`config.mk`:
```
export PLATFORM = sky130hd
export DESIGN_NAME = bram_port_server_flat
export DESIGN_NICKNAME = d
export VERILOG_FILES = /design/src/rtl/bram_port_server_if.sv /design/src/rtl/bram_port_server.sv /design/src/flat_wrapper.sv
export SDC_FILE = /design/constraint.sdc
export NUM_CORES = 1
export LEC_CHECK = 0
export ABC_AREA = 1
export BUFFER_PORTS_ARGS = -buffer_cell sky130_fd_sc_hd__buf_2
export CORE_MARGIN = 2
export CORE_UTILIZATION = 50
export CTS_BUF_LIST = sky130_fd_sc_hd__clkbuf_16
export DETAILED_ROUTE_END_ITERATION = 16
export PLACE_DENSITY = 0.8
export SKIP_LAST_GASP = 1
export SLEW_MARGIN = 20
export SYNTH_ARGS = -nofsm -noshare
export SYNTH_HDL_FRONTEND = slang
export SYNTH_SLANG_ARGS = --single-unit
export TNS_END_PERCENT = 5
```
`constraint.sdc`:
```
create_clock -name CLK -period 2.6 [get_ports CLK]
set_input_delay 0.13 -clock CLK [delete_from_list [all_inputs] [get_ports CLK]]
set_output_delay 0.13 -clock CLK [all_outputs]
set_load 0.01 [all_outputs]
```
`src/rtl/bram_port_server_if.sv`:
```
// bram_port_server_if: valid/ready request and response bundle for bram_port_server
interface bram_port_server_if #(
  parameter int ADDR_WIDTH = 1,
  parameter int DATA_WIDTH = 1,
  parameter int WE_WIDTH = 1
);
  logic REQ_VALID;
  logic REQ_READY;
  logic [WE_WIDTH-1:0] REQ_WE;
  logic [ADDR_WIDTH-1:0] REQ_ADDR;
  logic [DATA_WIDTH-1:0] REQ_DATA;
  logic RSP_VALID;
  logic RSP_READY;
  logic [DATA_WIDTH-1:0] RSP_DATA;
  modport master (
    output REQ_VALID, REQ_WE, REQ_ADDR, REQ_DATA, RSP_READY,
    input REQ_READY, RSP_VALID, RSP_DATA
  );
  modport slave (
    input REQ_VALID, REQ_WE, REQ_ADDR, REQ_DATA, RSP_READY,
    output REQ_READY, RSP_VALID, RSP_DATA
  );
endinterface

```
`src/rtl/bram_port_server.sv`:
```
// bram_port_server: credit-gated BRAM port front-end with response FIFO; define BRAM_PORT_SERVER_BYPASS_EN for empty-FIFO same-cycle bypass
module bram_port_server #(
  parameter int ADDR_WIDTH = 1,
  parameter int DATA_WIDTH = 1,
  parameter int CHUNKSIZE = 1,
  parameter int WE_WIDTH = 1,
  parameter int PIPELINED = 0,
  parameter int RESP_DEPTH = 4,
  parameter int RESP_ON_WRITE = 0
) (
  input  logic CLK,
  input  logic RST_N,
  bram_port_server_if.slave bus,
  output logic BRAM_EN,
  output logic [WE_WIDTH-1:0] BRAM_WE,
  output logic [ADDR_WIDTH-1:0] BRAM_ADDR,
  output logic [DATA_WIDTH-1:0] BRAM_DI,
  input  logic [DATA_WIDTH-1:0] BRAM_DO
);
  localparam int L = PIPELINED ? 2 : 1;
  localparam int PW = $clog2(RESP_DEPTH);
  localparam int CW = $clog2(RESP_DEPTH + 1) + 1;
  if (DATA_WIDTH != CHUNKSIZE * WE_WIDTH) begin : g_cfg_check
    $error("DATA_WIDTH must equal CHUNKSIZE*WE_WIDTH");
  end
  logic accept, need, tag_out, push, pop, empty;
  logic [L-1:0] tags;
  logic [PW-1:0] wp, rp;
  logic [CW-1:0] count, outstanding;
  logic [DATA_WIDTH-1:0] mem [RESP_DEPTH];
  assign accept = bus.REQ_VALID & bus.REQ_READY;
  assign need = (bus.REQ_WE == '0) | (RESP_ON_WRITE != 0);
  assign BRAM_EN = accept;
  assign BRAM_WE = bus.REQ_WE & {WE_WIDTH{accept}};
  assign BRAM_ADDR = bus.REQ_ADDR;
  assign BRAM_DI = bus.REQ_DATA;
  assign tag_out = tags[L-1];
  assign empty = count == '0;
  // every in-flight read already owns a FIFO slot, so returning data can never overflow
  always_comb begin
    outstanding = count;
    for (int i = 0; i < L; i++) outstanding = outstanding + CW'(tags[i]);
  end
  assign bus.REQ_READY = (outstanding < CW'(RESP_DEPTH)) & RST_N;
`ifdef BRAM_PORT_SERVER_BYPASS_EN
  assign bus.RSP_VALID = !empty | tag_out;
  assign bus.RSP_DATA = empty ? BRAM_DO : mem[rp];
  assign push = tag_out & !(empty & bus.RSP_READY);
`else
  assign bus.RSP_VALID = !empty;
  assign bus.RSP_DATA = mem[rp];
  assign push = tag_out;
`endif
  assign pop = !empty & bus.RSP_READY;
  always_ff @(posedge CLK or negedge RST_N) begin
    if (!RST_N) begin
      tags <= '0;
      wp <= '0;
      rp <= '0;
      count <= '0;
    end else begin
      tags <= (tags << 1) | L'(accept & need);
      if (push) wp <= (wp == PW'(RESP_DEPTH - 1)) ? '0 : wp + 1'b1;
      if (pop) rp <= (rp == PW'(RESP_DEPTH - 1)) ? '0 : rp + 1'b1;
      count <= count + CW'(push) - CW'(pop);
    end
  end
  always_ff @(posedge CLK) if (push) mem[wp] <= BRAM_DO;
endmodule
```
`src/flat_wrapper.sv`:
```
// flat-port wrapper written by rule: the top's interface ports become plain ports
module bram_port_server_flat 
#(
  parameter int ADDR_WIDTH = 1,
  parameter int DATA_WIDTH = 1,
  parameter int CHUNKSIZE = 1,
  parameter int WE_WIDTH = 1,
  parameter int PIPELINED = 0,
  parameter int RESP_DEPTH = 4,
  parameter int RESP_ON_WRITE = 0
)
  (CLK, RST_N, BRAM_EN, BRAM_WE, BRAM_ADDR, BRAM_DI, BRAM_DO, bus_REQ_VALID, bus_REQ_WE, bus_REQ_ADDR, bus_REQ_DATA, bus_RSP_READY, bus_REQ_READY, bus_RSP_VALID, bus_RSP_DATA);
  bram_port_server_if #(.ADDR_WIDTH(ADDR_WIDTH), .DATA_WIDTH(DATA_WIDTH), .WE_WIDTH(WE_WIDTH)) bus_i ();
  input  logic CLK;
  input  logic RST_N;
  output logic BRAM_EN;
  output logic [WE_WIDTH-1:0] BRAM_WE;
  output logic [ADDR_WIDTH-1:0] BRAM_ADDR;
  output logic [DATA_WIDTH-1:0] BRAM_DI;
  input  logic [DATA_WIDTH-1:0] BRAM_DO;
  input wire logic [$bits(bus_i.REQ_VALID)-1:0] bus_REQ_VALID;
  input wire logic [$bits(bus_i.REQ_WE)-1:0] bus_REQ_WE;
  input wire logic [$bits(bus_i.REQ_ADDR)-1:0] bus_REQ_ADDR;
  input wire logic [$bits(bus_i.REQ_DATA)-1:0] bus_REQ_DATA;
  input wire logic [$bits(bus_i.RSP_READY)-1:0] bus_RSP_READY;
  output wire logic [$bits(bus_i.REQ_READY)-1:0] bus_REQ_READY;
  output wire logic [$bits(bus_i.RSP_VALID)-1:0] bus_RSP_VALID;
  output wire logic [$bits(bus_i.RSP_DATA)-1:0] bus_RSP_DATA;
  assign bus_i.REQ_VALID = bus_REQ_VALID;
  assign bus_i.REQ_WE = bus_REQ_WE;
  assign bus_i.REQ_ADDR = bus_REQ_ADDR;
  assign bus_i.REQ_DATA = bus_REQ_DATA;
  assign bus_i.RSP_READY = bus_RSP_READY;
  assign bus_REQ_READY = bus_i.REQ_READY;
  assign bus_RSP_VALID = bus_i.RSP_VALID;
  assign bus_RSP_DATA = bus_i.RSP_DATA;
  bram_port_server #(.ADDR_WIDTH(ADDR_WIDTH), .DATA_WIDTH(DATA_WIDTH), .CHUNKSIZE(CHUNKSIZE), .WE_WIDTH(WE_WIDTH), .PIPELINED(PIPELINED), .RESP_DEPTH(RESP_DEPTH), .RESP_ON_WRITE(RESP_ON_WRITE)) u_core (.CLK(CLK), .RST_N(RST_N), .bus(bus_i), .BRAM_EN(BRAM_EN), .BRAM_WE(BRAM_WE), .BRAM_ADDR(BRAM_ADDR), .BRAM_DI(BRAM_DI), .BRAM_DO(BRAM_DO));
endmodule
```
==> flow_summary.toml <==
[outcome]
status = "finished clean"

[clock_tree]
numCtsBuffers = 3
post_cts_buffers = 0
htreeDepth = 1
cts-root-buf = "clkbuf_16"
clockBufferDepth = 2
numClockSinks = 13
path_clk_slew_ns = 0.04
clkLatencyLatePin_ns = 0.24
cts_tree = "done"

[setup_path]
cp_slowest_cell = "dfrtp_1"
cp-start-kind = "flop"
crit_top_cell = "ha_1"
cp.required_ns = 2.47
critPathMaxStageDelay_ns = 0.46
cp_cell_sequence = "ha_1 > ha_1 > inv_1 > nand2_1 > nand2_4 > nor2_4 > nand3_2 > nor2_1 > buf_2"
critPathArrivalTime_ns = 1.82
critical_path_buf_inv_count = 2
path_delay_family = "simple AND/OR/NAND/NOR gates"
endpoint_kind = "output pin"
timing_worst_setup_path_type = "flop to output pin"
worstPathMaxFanout = 9

[worst_hold_path]
min_path_type = "input port to flop"

[timing]
finalCritPeriodShare_pct = 75.0
tns_ns = 0
setup_violations = 0
rsz0062_at_grt = "false"
finalCriticalPeriod_ns = 1.95
hold_viol = 0
relSlewSlack_pct = 84.6
report.final.slew_viol_count = 0
clock.fmax_mhz = 513
finClkSkew_ns = 0.00131
tightestPinTransition_ns = 0.231

[synthesis]
ys_types = 19
ys_seq_elements = 13
yosysMostFrequentCell = "nand2_1"
syn_area_um2 = 744
netlist_instances = 84
async_flop_share_pct = 69.2
ys_warn_count = 0
syn_area_per_cell_um2 = 8.86
synth_top_area_share_pct = 30.3
synth-main-ff-cell = "dfrtp_1"
synth_common_cells = "21 x nand2_1, 17 x inv_1, 9 x dfrtp_1, 9 x ha_1, 5 x nor2_1"
yosys-top-cells-area = "dfrtp_1 30%, edfxtp_1 16%, ha_1 15%, nand2_1 11%, inv_1 8.6%"
synth_edf_count = 4
ys_seq_area_share_pct = 46.4
syn_nets = 101
yosys.area.top_type = "dfrtp_1"

[cells_and_area]
nets = 115
area_growth_pct = 19.2
fin_util_pct = 65.7
layout-drive-gt1-share_pct = 19.6
fin_area_um2 = 887
insertedDiodeCount = 0

[floorplan]
core_um2 = 1350
io_pins = 15
fp-row-count = 13
die_area_um2 = 1810
die_h_um = 42.6
start_util_pct = 55.1
dieWidth_um = 42.6

[placed_design]
gp_congestion = 0.748
hpwl_um = 928
portBuffers = 10
postPlaceCellArea_um2 = 798

[global_routing]
grt_first_pass_wirelength_um = 2200
grt_max_degree = 11
antenna_found_initial = 0
grt_pass1_vias = 542
track_usage_pct = 17.0
grt_overflow_total = 0

[routing]
drtIter0Drc = 6
ant_nets = 0
drt_wl_total_um = 1270
post_drt_wl_per_cell_um = 11.4
vias = 544
viasPerCell = 4.86
drt-pass1-iter-count = 3
drcViolationCount = 0

[power]
power.density_nw_per_um2 = 1090
p_leak_nw = 0.510
vdd_drop_max_uv = 601

[job]
maxCapViolCount = 0
## sequential cells by signal, indices dropped and copies added, names as in the netlist
name,flops
u_core.mem,4
u_core.count,4
u_core.wp,2
u_core.rp,2
u_core.push,1
## cells by family (layout without fill, tap and decap cells)
group | count (synthesis) | count (layout) | synth area share, %
simple gates | 35 | 35 | 21.8
compound gates | 5 | 5 | 3.87
flops | 13 | 13 | 46.4
xor+xnor | 1 | 1 | 1.18
buf+inv | 21 | 34 | 11.6
fa+ha+maj | 9 | 9 | 15.1
## routing by layer
layer	up-vias	track usage, %	share of wire, %
met5	-	0	0
met4	0	11.9	2.4
met3	4	4.31	4.5
met2	12	26.8	49
met1	245	19.8	44
li1	283	-	-
## final timing paths
path,startpoint,to,slack [ns],cells after the start
hold / removal,bus_REQ_WE,u_core.push,0.06,2
max in group asynchronous,RST_N,u_core.wp[1],2.13,2
hold reg to reg,u_core.wp[0],u_core.wp[0],0.53,1
min in group asynchronous,RST_N,u_core.count[3],0.28,2
setup reg to reg,u_core.push,u_core.count[3],1.04,9
setup / recovery,u_core.push,BRAM_WE,0.65,9
## where the power goes
group | switching [mW] | internal (mW) | leakage, nW | total (mW)
clock network | 0.0828 | 0.203 | 0.0423 | 0.285
registers | 0.0679 | 0.280 | 0.146 | 0.348
logic | 0.200 | 0.134 | 0.322 | 0.334
total | 0.351 | 0.617 | 0.510 | 0.968
## through the flow
step / hold slack [ns] / cells / setup slack, ns / power (mW)
2_1_floorplan: -0.166 / 84 / 1.13 / 0.588
3_3_place_gp: -0.00244 / 107 / 1.04 / 0.656
3_5_place_dp: -0.00215 / 107 / 0.932 / 0.680
4_1_cts: 0.0606 / 112 / 0.626 / 0.980
5_1_grt: 0.0614 / 112 / 0.528 / 1.05
6_report: 0.0618 / 112 / 0.649 / 0.968
## repair_timing
item	CTS	global route
resized for setup	0	0
hold buffers	1	0
endpoints found under the hold margin	9	0
## layout make-up
type	instances	area [um^2]
clock buffer	3	75.1
clock inverter	1	3.75
fill	115	463
inverter	19	71.3
multi-input combinational	50	313
sequential	13	345
tap	15	18.8
timing repair buffer	11	60.1
## layout by cell type, fill, tap and decap left out
cell type / netlist / final
nor2_4: 1 / 1
nand2_1: 21 / 21
nand2_2: 1 / 1
nand2_4: 1 / 1
edfxtp_1: 4 / 4
a32oi_1: 1 / 1
dfrtp_1: 9 / 9
nor2_1: 5 / 5
xor2_1: 1 / 1
a21oi_1: 2 / 2
inv_2: 2 / 2
dlygate4sd3_1: 0 / 1
nand4_1: 1 / 1
nand3_2: 1 / 1
inv_1: 17 / 18
o21ai_0: 2 / 2
clkbuf_16: 0 / 3
ha_1: 9 / 9
nand3_1: 3 / 3
buf_2: 0 / 10
nor3_1: 1 / 1
Note: power is estimated with default switching activity, not from simulation.
